[src/rtl/lock_keypad_conditioner.sv]
// lock_keypad_conditioner: synchronise and debounce the enter button and digit switches,
// emitting one enter_pulse (or reject_pulse) per clean press.
//   clk            in   system clock, rising edge
//   rst_n          in   asynchronous active-low reset
//   enter_btn_raw  in   raw bouncy enter button, active-high
//   digit_raw      in   raw 4-bit digit switches
//   digit_out      out  digit captured at the last accepted press
//   enter_pulse    out  one-cycle strobe, press accepted, digit_out valid same cycle
//   reject_pulse   out  one-cycle strobe, press discarded because the digit moved
//   btn_held       out  high while the press is held or its release is debouncing
module lock_keypad_conditioner #(
    parameter int SYNC_STAGES     = 2,
    parameter int DEBOUNCE_CYCLES = 16
) (
    input  logic       clk,
    input  logic       rst_n,
    input  logic       enter_btn_raw,
    input  logic [3:0] digit_raw,
    output logic [3:0] digit_out,
    output logic       enter_pulse,
    output logic       reject_pulse,
    output logic       btn_held
);
    localparam int CNT_W = $clog2(DEBOUNCE_CYCLES + 1);
    localparam logic [CNT_W-1:0] LAST = CNT_W'(DEBOUNCE_CYCLES - 1);
    localparam logic [1:0] IDLE         = 2'd0;
    localparam logic [1:0] PRESS_WAIT   = 2'd1;
    localparam logic [1:0] HELD         = 2'd2;
    localparam logic [1:0] RELEASE_WAIT = 2'd3;

    logic [SYNC_STAGES-1:0]      btn_sync;
    logic [SYNC_STAGES-1:0][3:0] dig_sync;
    logic                        btn_s;
    logic [3:0]                  dig_s;
    logic [1:0]                  state;
    logic [CNT_W-1:0]            cnt;
    logic [3:0]                  dig_ref;

    assign btn_s    = btn_sync[SYNC_STAGES-1];
    assign dig_s    = dig_sync[SYNC_STAGES-1];
    assign btn_held = (state == HELD) || (state == RELEASE_WAIT);

    always_ff @(posedge clk or negedge rst_n) begin
        if (!rst_n) begin
            btn_sync <= '0;
            dig_sync <= '0;
        end else begin
            btn_sync <= {btn_sync[SYNC_STAGES-2:0], enter_btn_raw};
            dig_sync <= {dig_sync[SYNC_STAGES-2:0], digit_raw};
        end
    end

    always_ff @(posedge clk or negedge rst_n) begin
        if (!rst_n) begin
            state        <= IDLE;
            cnt          <= '0;
            dig_ref      <= 4'h0;
            digit_out    <= 4'h0;
            enter_pulse  <= 1'b0;
            reject_pulse <= 1'b0;
        end else begin
            enter_pulse  <= 1'b0;
            reject_pulse <= 1'b0;
            case (state)
                IDLE: if (btn_s) begin
                    state   <= PRESS_WAIT;
                    cnt     <= '0;
                    dig_ref <= dig_s;
                end
                // Bounce beats digit change, and digit change beats acceptance.
                PRESS_WAIT: if (!btn_s) begin
                    state <= IDLE;
                end else if (dig_s != dig_ref) begin
                    state        <= HELD;
                    reject_pulse <= 1'b1;
                end else if (cnt == LAST) begin
                    state       <= HELD;
                    enter_pulse <= 1'b1;
                    digit_out   <= dig_ref;
                end else begin
                    cnt <= cnt + CNT_W'(1);
                end
                HELD: if (!btn_s) begin
                    state <= RELEASE_WAIT;
                    cnt   <= '0;
                end
                RELEASE_WAIT: if (btn_s) begin
                    state <= HELD;
                end else if (cnt == LAST) begin
                    state <= IDLE;
                end else begin
                    cnt <= cnt + CNT_W'(1);
                end
                default: state <= IDLE;
            endcase
        end
    end
endmodule

[config.mk]
export PLATFORM = sky130hd
export DESIGN_NAME = lock_keypad_conditioner
export DESIGN_NICKNAME = d
export VERILOG_FILES = /design/src/rtl/lock_keypad_conditioner.sv
export SDC_FILE = /design/constraint.sdc
export NUM_CORES = 1
export LEC_CHECK = 0
export CORE_UTILIZATION = 45
export DETAILED_ROUTE_END_ITERATION = 8
export HOLD_SLACK_MARGIN = 0.03
export PLACE_DENSITY = 0.76
export SKIP_CTS_REPAIR_TIMING = 1
export SLEW_MARGIN = 20
export SYNTH_ARGS = -nofsm -noshare
export SYNTH_HDL_FRONTEND = slang
export SYNTH_SLANG_ARGS = --single-unit
[constraint.sdc]
create_clock -name clk -period 2.04 [get_ports clk]
set_input_delay 0.408 -clock clk [delete_from_list [all_inputs] [get_ports clk]]
set_output_delay 0.408 -clock clk [all_outputs]
set_load 0.05 [all_outputs]
==> results by group, run 1 <==
Outcome
  – Status: complete, no violations

GRT
  – GRT Residual Overflow: 0
  – Largest net degree at the start of global routing: 28
  – Gr usage total: 16.7%
  – First-pass GRT wire length: 3130 µm
  – Initial antenna violation count: 0
  – Number of global-route vias before repair: around 660

STA
  – Setup Skew: between 0.005 and 0.006 ns
  – Final hold vios: 0
  – Final min period: about 1.9 ns
  – Fin crit share: 94.1%
  – Max Freq: 521 MHz
  – Actual slew at the worst max-slew pin: about 0.5 ns
  – Relative slew slack: about 67%
  – Final setup TNS: 0 ns
  – Setup WS post-layout: between 0.1 and 0.15 ns
  – RSZ-0062 raised after global routing: no
  – Final setup vio count: 0
  – Max-slew violations: 0

Clock tree
  – Root buf cell: clkbuf_4
  – Clk pin slew, worst setup/hold paths: 0.13 ns
  – H-tree levels: 1
  – CTS tree: yes
  – Number of CTS-inserted buffers: 3
  – Clock buffer depth: 2
  – Worst skew pair latency: between 0.3 and 0.4 ns
  – CTS Sinks: 27

Placement
  – Routability congestion estimate from global placement: 0.725
  – Final HPWL from detailed placement: 1330 µm
  – I/O Buffers: 13
  – Pre-CTS WS: a little over 0.1 ns

Yosys
  – Largest family of logic cells by synthesized area: simple AND/OR/NAND/NOR gates
  – Cell Area, Synth: 1140 µm²
  – Area fraction of the dominant cell type after synthesis: between 50% and 60%
  – Post-synth top area cell: dfrtp_1
  – Synth Area in Simple Gates: 13.9%
  – Synth Instances: just over 90
  – Distinct cells, synth: 31
  – Sequential share of the synthesized area: 59.1%
  – FF+latch count, synth: 27
  – Post-synthesis adder-cell area fraction: 2.19%
  – Post-synthesis xor/xnor area fraction: under 10%
  – Warnings from Yosys: 0
  – Synth Area in Compound Gates: 7.67%
  – Mapped Nets: 100
  – Mux cell area share after synthesis: 8.76%
  – Syn Area/Cell: ~13 µm²
  – Top cells by area, synth: dfrtp_1 59%, mux2_1 5.9%, xnor2_1 3.8%

Cells and area
  – Layout cells sized above 1: 10.7%
  – Antenna cells: 0
  – Nets: 113
  – Multi-input gate area: 418 µm²
  – Commonest non-fill, non-tap cell in the layout: dfrtp_1
  – Layout area overhead: 14.6%
  – Filler cells: 190
  – Most frequent cells in the layout: 27 x dfrtp_1, 12 x clkdlybuf4s50_1, 6 x nand2_1, 6 x mux2_1
  – Storage element area: 676 µm²

Detailed routing
  – Post-Route WL: 1850 µm
  – DRC Markers: 0
  – Vias: 709
  – Drt first pass iters: 4
  – Routed Antenna Nets: 0
  – Post-DR vias/cell: 5.41
  – WL/cell: 14.1 µm
  – DR iter-0 viols: 21

Power and ir drop
  – Int Pwr: 778 µW
  – Lkg Pwr: approximately 0.00056 µW
  – Net Sw Power: roughly 300 µW
  – Clock network power share: 21.0%
  – Switching part of the total: 27.8%
  – Sequential share of power: 62.7%
  – Logic pwr share: 16.3%
  – Peak supply drop: 0.000537 V
  – Pwr dens: 823 nW/µm²

Worst hold path
  – Hold Crit Depth: 0
  – Worst hold start: dig_sync[2]
  – Hold EP: dig_s[2]
  – Hold Crit Class: reg2reg

Run
  – Max Cap Viol: 0

Setup path
  – Crit-path cells: clkdlybuf4s50_1
  – Worst r2r path cells: 5
  – Crit path from: digit_out[3]
  – Buf/Inv on CP: 1
  – Critical Path Max Stage Delay: 0.81 ns
  – Worst Path Arrival: between 1.5 and 2 ns
  – Slowest-stage cell, CP: clkdlybuf4s50_1
  – R2R Path End: digit_out[3]
  – CP Class: reg2out
  – CP max FO: 2
  – Crit start category: flip-flop
  – Reg2Reg Setup Slack: about 0.19 ns
  – Crit end category: primary output
  – WP data required: 1.63 ns
  – Top delay family on crit path: buffers and inverters
  – Worst r2r src: cnt[0]

Die
  – Initial Util: 49.7%
  – Die Area: around 2700 µm²
  – Die Span X: between 50 and 60 µm
  – Total core area: 2300 µm²
  – Overall die height: 52.4 µm
  – Io pins: 14
  – Core Rows: 17
-- final cells by class --
type,instances,share of cell area [%]
Inverter,5,1.43
Sequential cell,27,51.6
Timing Repair Buffer,14,10.3
Multi-Input combinational cell,53,31.9
Clock buffer,4,2.01
Tap cell,28,2.68
-- flip-flops by register name, summed over array words and instances (netlist names), named ones only --
signal        count
dig_sync          4
digit_out         4
state             1
dig_s             4
dig_ref           4
cnt               5
enter_pulse       1
reject_pulse      1
btn_sync          2
-- layer usage --
layer	vias to the layer above	track usage [%]	part of all wire, %
met5	-	0	0
met4	0	10.5	3.0
met3	5	3.48	5.1
met2	24	26.2	48
met1	334	20.7	44
li1	346	-	-
-- worst max-delay path by stage --
stage,end,slack [ns],cells past startpoint
after floorplan,digit_out[2],0.18,7
after global placement,digit_out[0],0.24,5
after detailed placement,digit_out[3],0.10,5
after CTS,digit_out[3],0.09,5
after global routing,digit_out[3],0.07,1
final,digit_out[3],0.12,1
-- synthesized netlist by cell type --
| cell | n |
|---|---|
| o211ai_1 | 1 |
| a32o_1 | 1 |
| clkbuf_1 | 3 |
| mux2_1 | 6 |
| dfrtp_1 | 27 |
| o221a_2 | 1 |
| nor3b_1 | 2 |
| buf_2 | 2 |
| xnor2_1 | 5 |
| nand2b_1 | 2 |
| nor2b_1 | 2 |
| mux2_2 | 2 |
| or4_1 | 2 |
| mux2i_1 | 1 |
| o21ai_1 | 1 |
| and4_4 | 1 |
| o32ai_1 | 2 |
| nand2_1 | 6 |
| or2_2 | 1 |
| and3_1 | 1 |
| or3b_1 | 2 |
| inv_1 | 5 |
| and4_1 | 1 |
| and2b_1 | 1 |
| o311ai_0 | 2 |
| buf_6 | 1 |
| a41oi_1 | 1 |
| a21oi_1 | 2 |
| ha_1 | 2 |
| nand3_1 | 4 |
| nor2_1 | 1 |
-- cell families (layout without fill, tap and decap cells) --
logic type	count (synthesis)	count (layout)
xor+xnor	5	5
simple gates	26	26
fa+ha+maj	2	2
flops	27	27
compound gates	11	11
mux	9	9
buf+inv	11	23
-- metrics by stage --
stage | utilization [%] | total power (µW) | area (µm²) | instances | hold slack, ns
floorplan | - | 799 | 1140 | 91 | 0.112
global placement | 55.7 | 844 | 1280 | 127 | 0.331
detailed placement | 55.7 | 863 | 1280 | 127 | 0.335
CTS | 56.9 | 1090 | 1310 | 131 | 0.366
global route | 57.0 | 1150 | 1310 | 131 | 0.373
finish | 57.0 | 1080 | 1310 | 131 | 0.364
-- power by group through the flow --
stage	Combinational [µW]	Clock, µW	Sequential (µW)
3_3_place_gp	166	0	678
2_1_floorplan	137	0	662
4_1_cts	178	239	676
6_report	176	226	675
3_5_place_dp	176	0	687
5_1_grt	202	257	687
Note: power is estimated with default switching activity, not from simulation.
==> run 2, diff against run 1 <==
--- a/config.mk
+++ b/config.mk
@@ -9,6 +9,7 @@
 export DETAILED_ROUTE_END_ITERATION = 8
 export HOLD_SLACK_MARGIN = 0.03
 export PLACE_DENSITY = 0.76
+export SETUP_SLACK_MARGIN = 0.15
 export SKIP_CTS_REPAIR_TIMING = 1
 export SLEW_MARGIN = 20
 export SYNTH_ARGS = -nofsm -noshare
==> results by group, run 2 (synthesis results as in run 1) <==
Detailed routing
  – Post-Route WL: 1860 µm
  – Vias: a little over 700
  – Drt first pass iters: 4
  – WL/cell: 14.2 µm
  – Routed Antenna Nets: 0
  – DR iter-0 viols: 21
  – DRC Markers: 0
  – Post-DR vias/cell: 5.42

Clock tree
  – CTS tree: yes
  – Number of CTS-inserted buffers: 3
  – Clk pin slew, worst setup/hold paths: 0.13 ns
  – Clock buffer depth: 2
  – H-tree levels: 1
  – Root buf cell: clkbuf_4
  – Worst skew pair latency: 0.33 ns
  – CTS Sinks: 27

Outcome
  – Status: complete, no violations

Placement
  – I/O Buffers: 13
  – Routability congestion estimate from global placement: 0.725
  – Placed cell count: 127
  – Final HPWL from detailed placement: 1330 µm

GRT
  – Number of global-route vias before repair: roughly 660
  – Gr usage total: 16.7%
  – Largest net degree at the start of global routing: 28
  – GRT Residual Overflow: 0
  – First-pass GRT wire length: 3130 µm
  – Initial antenna violation count: 0

Die
  – Io pins: 14
  – Die Area: 2740 µm²
  – Total core area: approximately 2300 µm²
  – Initial Util: 49.7%
  – Core Rows: 17
  – Die Span X: 52.4 µm
  – Overall die height: 52.4 µm

Cells and area
  – Max reg flops: 5
  – Commonest non-fill, non-tap cell in the layout: dfrtp_1
  – Nets: 113
  – Fin cells: 131
  – Most flop-heavy register: cnt
  – Layout cells sized above 1: 11.7%
  – Layout area overhead: 16.0%
  – Filler cells: roughly 190
  – Most frequent cells in the layout: 26 x dfrtp_1, 6 x nand2_1, 6 x mux2_1, 6 x clkdlybuf4s50_1, 6 x dlymetal6s2s_1
  – Antenna cells: 0

STA
  – Setup Skew: roughly 0.0053 ns
  – Fin crit share: 87.7%
  – Actual slew at the worst max-slew pin: between 0.5 and 0.6 ns
  – Max Freq: 559 MHz
  – Final min period: 1.79 ns
  – Relative slew slack: 66.4%
  – Final setup vio count: 0
  – RSZ-0062 raised after global routing: no
  – Final hold vios: 0
  – Final setup TNS: 0 ns
  – Max-slew violations: 0

Setup path
  – Worst r2r path cells: 5
  – Worst Path Arrival: 2.01 ns
  – WP data required: 2.26 ns
  – Crit start category: flip-flop
  – Crit end category: flip-flop
  – CP max FO: 10
  – CP Class: reg2reg

Power and ir drop
  – Lkg Pwr: 0.000668 µW
  – Pwr dens: 813 nW/µm²
  – Pwr Total: around 1100 µW
  – Peak supply drop: roughly 0.00054 V

Run
  – Max Cap Viol: 0

Worst hold path
  – Hold Crit Depth: 0
  – Hold Crit Class: reg2reg
run 2: cell types whose count changed in the layout (fill, tap and decap cells not counted), sizes merged:
cell and change:
dlymetal6s2s +6, clkdlybuf4s50 -6
run 2: final timing paths:
path / from / end / slack, ns
setup / recovery: cnt[0] / digit_out[3] / 0.25
min in group asynchronous: rst_n / digit_out[2] / 0.43
setup reg to reg: cnt[0] / digit_out[3] / 0.25
hold reg to reg: dig_sync[2] / dig_s[2] / 0.36
max in group asynchronous: rst_n / cnt[0] / 1.33
hold / removal: dig_sync[2] / dig_s[2] / 0.36
run 2: metrics by stage:
stage | hold slack [ns] | cell area (µm²) | worst slack [ns] | utilization, %
floorplan | 0.112 | 1140 | 0.179 | -
global placement | 0.331 | 1280 | 0.236 | 55.7
detailed placement | 0.335 | 1280 | 0.103 | 55.7
CTS | 0.366 | 1310 | 0.0875 | 56.9
global route | 0.373 | 1330 | 0.162 | 57.7
finish | 0.364 | 1330 | 0.250 | 57.7
run 2: critical path: stages, from the launching register on:
cell and delay (ns):
dfrtp_2 0.45, ha_1 0.18, and3_1 0.16, ha_2 0.27
and4_4 0.29, mux2_1 0.33
run 2: report_power, final:
part / switching (µW) / internal (µW) / total [µW]
clock network: 149 / 76.8 / 226
logic: 79.2 / 96.8 / 176
registers: 71.0 / 605 / 676
total: 299 / 779 / 1080
run 2: layer usage:
layer / global-route usage [%] / routed length [µm]
met4: 10.5 / 55
met2: 26.2 / 884
met3: 3.48 / 104
met1: 20.7 / 813
met5: 0 / 0
run 2: area by class of cell:
cell class / instances / area [µm²] / area share [%]
multi-input combinational: 53 / 418 / 31.5
timing repair buffer: 14 / 150 / 11.3
clock buffer: 4 / 26.3 / 1.98
tap: 28 / 35.0 / 2.64
sequential: 27 / 677 / 51.1
inverter: 5 / 18.8 / 1.42
==> run 3, diff against run 2 <==
==> constraint.sdc (replaced) <==
create_clock -name clk -period 1.8 [get_ports clk]
set_input_delay 0.36 -clock clk [delete_from_list [all_inputs] [get_ports clk]]
set_output_delay 0.36 -clock clk [all_outputs]
set_load 0.05 [all_outputs]
==> results by group, run 3 (synthesis results as in run 1) <==
Power and ir drop
  – Switching part of the total: 28.2%
  – Peak supply drop: 0.000848 V
  – Lkg Pwr: 0.000620 µW
  – Pwr Total: around 1300 µW
  – Sequential share of power: 60.0%
  – Int Pwr: between 900 and 1000 µW
  – Logic pwr share: between 10% and 20%
  – Pwr dens: 889 nW/µm²
  – Clock network power share: ~22%
  – Net Sw Power: 357 µW

Placement
  – Final HPWL from detailed placement: 1340 µm
  – Pre-CTS WS: around 0.12 ns
  – Dpl cell area: 1330 µm²
  – I/O Buffers: 13
  – Routability congestion estimate from global placement: 0.851

GRT
  – Number of global-route vias before repair: 738
  – Initial antenna violation count: 0
  – Gr usage total: between 15 and 20%
  – GRT Residual Overflow: 0
  – First-pass GRT wire length: approximately 3200 µm
  – Largest net degree at the start of global routing: 28

Setup path
  – Crit end category: flip-flop
  – Worst r2r path cells: 5
  – Crit start category: flip-flop
  – CP max FO: 10
  – Reg2Reg Setup Slack: 0.13 ns
  – R2R Path End: digit_out[2]
  – Worst r2r src: cnt[1]
  – CP Class: reg2reg
  – Worst Path Arrival: 1.90 ns
  – WP data required: around 2 ns

STA
  – Max-slew violations: 0
  – Actual slew at the worst max-slew pin: 0.357 ns
  – Setup WS post-layout: 0.133 ns
  – Final setup vio count: 0
  – Max Freq: approximately 600 MHz
  – Final setup TNS: 0 ns
  – Fin crit share: between 90% and 100%
  – Setup Skew: 0.00264 ns
  – Final hold vios: 0
  – RSZ-0062 raised after global routing: yes
  – Final min period: 1.67 ns
  – Relative slew slack: between 70 and 80%

Detailed routing
  – DR iter-0 viols: 17
  – DRC Markers: 0
  – WL/cell: 13.9 µm
  – Drt first pass iters: 4
  – Routed Antenna Nets: 0
  – Post-DR vias/cell: approximately 5.4
  – Post-Route WL: 1950 µm
  – Vias: about 750

Cells and area
  – Antenna cells: 0
  – Most flop-heavy register: cnt
  – Fin area: 1430 µm²
  – Storage element area: 678 µm²
  – Most frequent cells in the layout: 25 x dfrtp_1, 16 x buf_4, 6 x nand2_1, 6 x clkdlybuf4s50_1, 5 x inv_1
  – Max reg flops: 5
  – Multi-input gate area: ~470 µm²
  – Filler cells: 184
  – Commonest non-fill, non-tap cell in the layout: dfrtp_1
  – Layout cells sized above 1: between 30% and 40%
  – Layout area overhead: 24.8%
  – Nets: 122

Die
  – Io pins: 14
  – Total core area: 2300 µm²
  – Die Span X: 52.4 µm
  – Die Area: 2740 µm²
  – Core Rows: 17
  – Overall die height: 52.4 µm
  – Initial Util: 49.7%

Outcome
  – Status: complete, no violations

Run
  – Max Cap Viol: 0

Clock tree
  – H-tree levels: 1
  – Clk pin slew, worst setup/hold paths: 0.15 ns
  – Worst skew pair latency: about 0.33 ns
  – Number of CTS-inserted buffers: 3
  – Clock buffer depth: 2
  – CTS Sinks: 27
  – CTS tree: yes
  – Root buf cell: clkbuf_4

Worst hold path
  – Hold Crit Class: in2async
## run 3: changes by cell type in the layout (fill, tap and decap cells not counted), moves of 4 or more
cell and change:
mux2_4 +4, dlymetal6s2s_1 -5, mux2_1 -4, buf_4 +14
## run 3: stage by stage
step | std cells | utilization [%] | hold slack (ns)
floorplan | 91 | - | 0.0644
global placement | 131 | 57.9 | 0.332
detailed placement | 131 | 57.9 | 0.337
CTS | 135 | 59.3 | 0.372
global route | 140 | 62.0 | 0.381
finish | 140 | 62.0 | 0.367
## run 3: worst max path at each step
stage / from / endpoint / slack, ns / cells past startpoint
6_report: cnt[1] / digit_out[2] / 0.13 / 5
5_1_grt: cnt[0] / digit_out[0] / 0.09 / 5
4_1_cts: flip-flop / cnt[2] / 0.07 / 4
3_5_place_dp: flip-flop / cnt[2] / 0.12 / 4
3_3_place_gp: flip-flop / cnt[2] / 0.16 / 4
2_1_floorplan: cnt[0] / digit_out[0] / 0.04 / 7
## run 3: routing by layer
layer | routed length, µm | vias up | track usage (%)
met1 | 926 | 374 | 22.0
met3 | 50 | 4 | 2.61
met4 | 44 | 0 | 5.26
met5 | 0 | - | 0
li1 | - | 360 | -
met2 | 926 | 15 | 24.9
## run 3: power by group through the flow
stage,Clock (µW),Sequential [µW],Combinational [µW]
after floorplan,0,753,158
after global placement,0,767,216
after detailed placement,0,771,220
after CTS,287,758,221
after global routing,311,770,260
final,276,760,231
## run 3: cell type report
cell class / count / area share [%]
flip-flops and latches: 27 / 47.6
multi-input cells: 53 / 32.9
clock buffers: 3 / 1.58
inverters: 5 / 1.32
clock inverters: 1 / 0.615
repair buffers: 23 / 13.5
well taps: 28 / 2.46
## run 3: critical path, stage by stage, from the launching register on
cell and delay (ns):
dfrtp_1 0.41, ha_2 0.19, and3_4 0.19, ha_4 0.20, and4_4 0.28, mux2_4 0.30
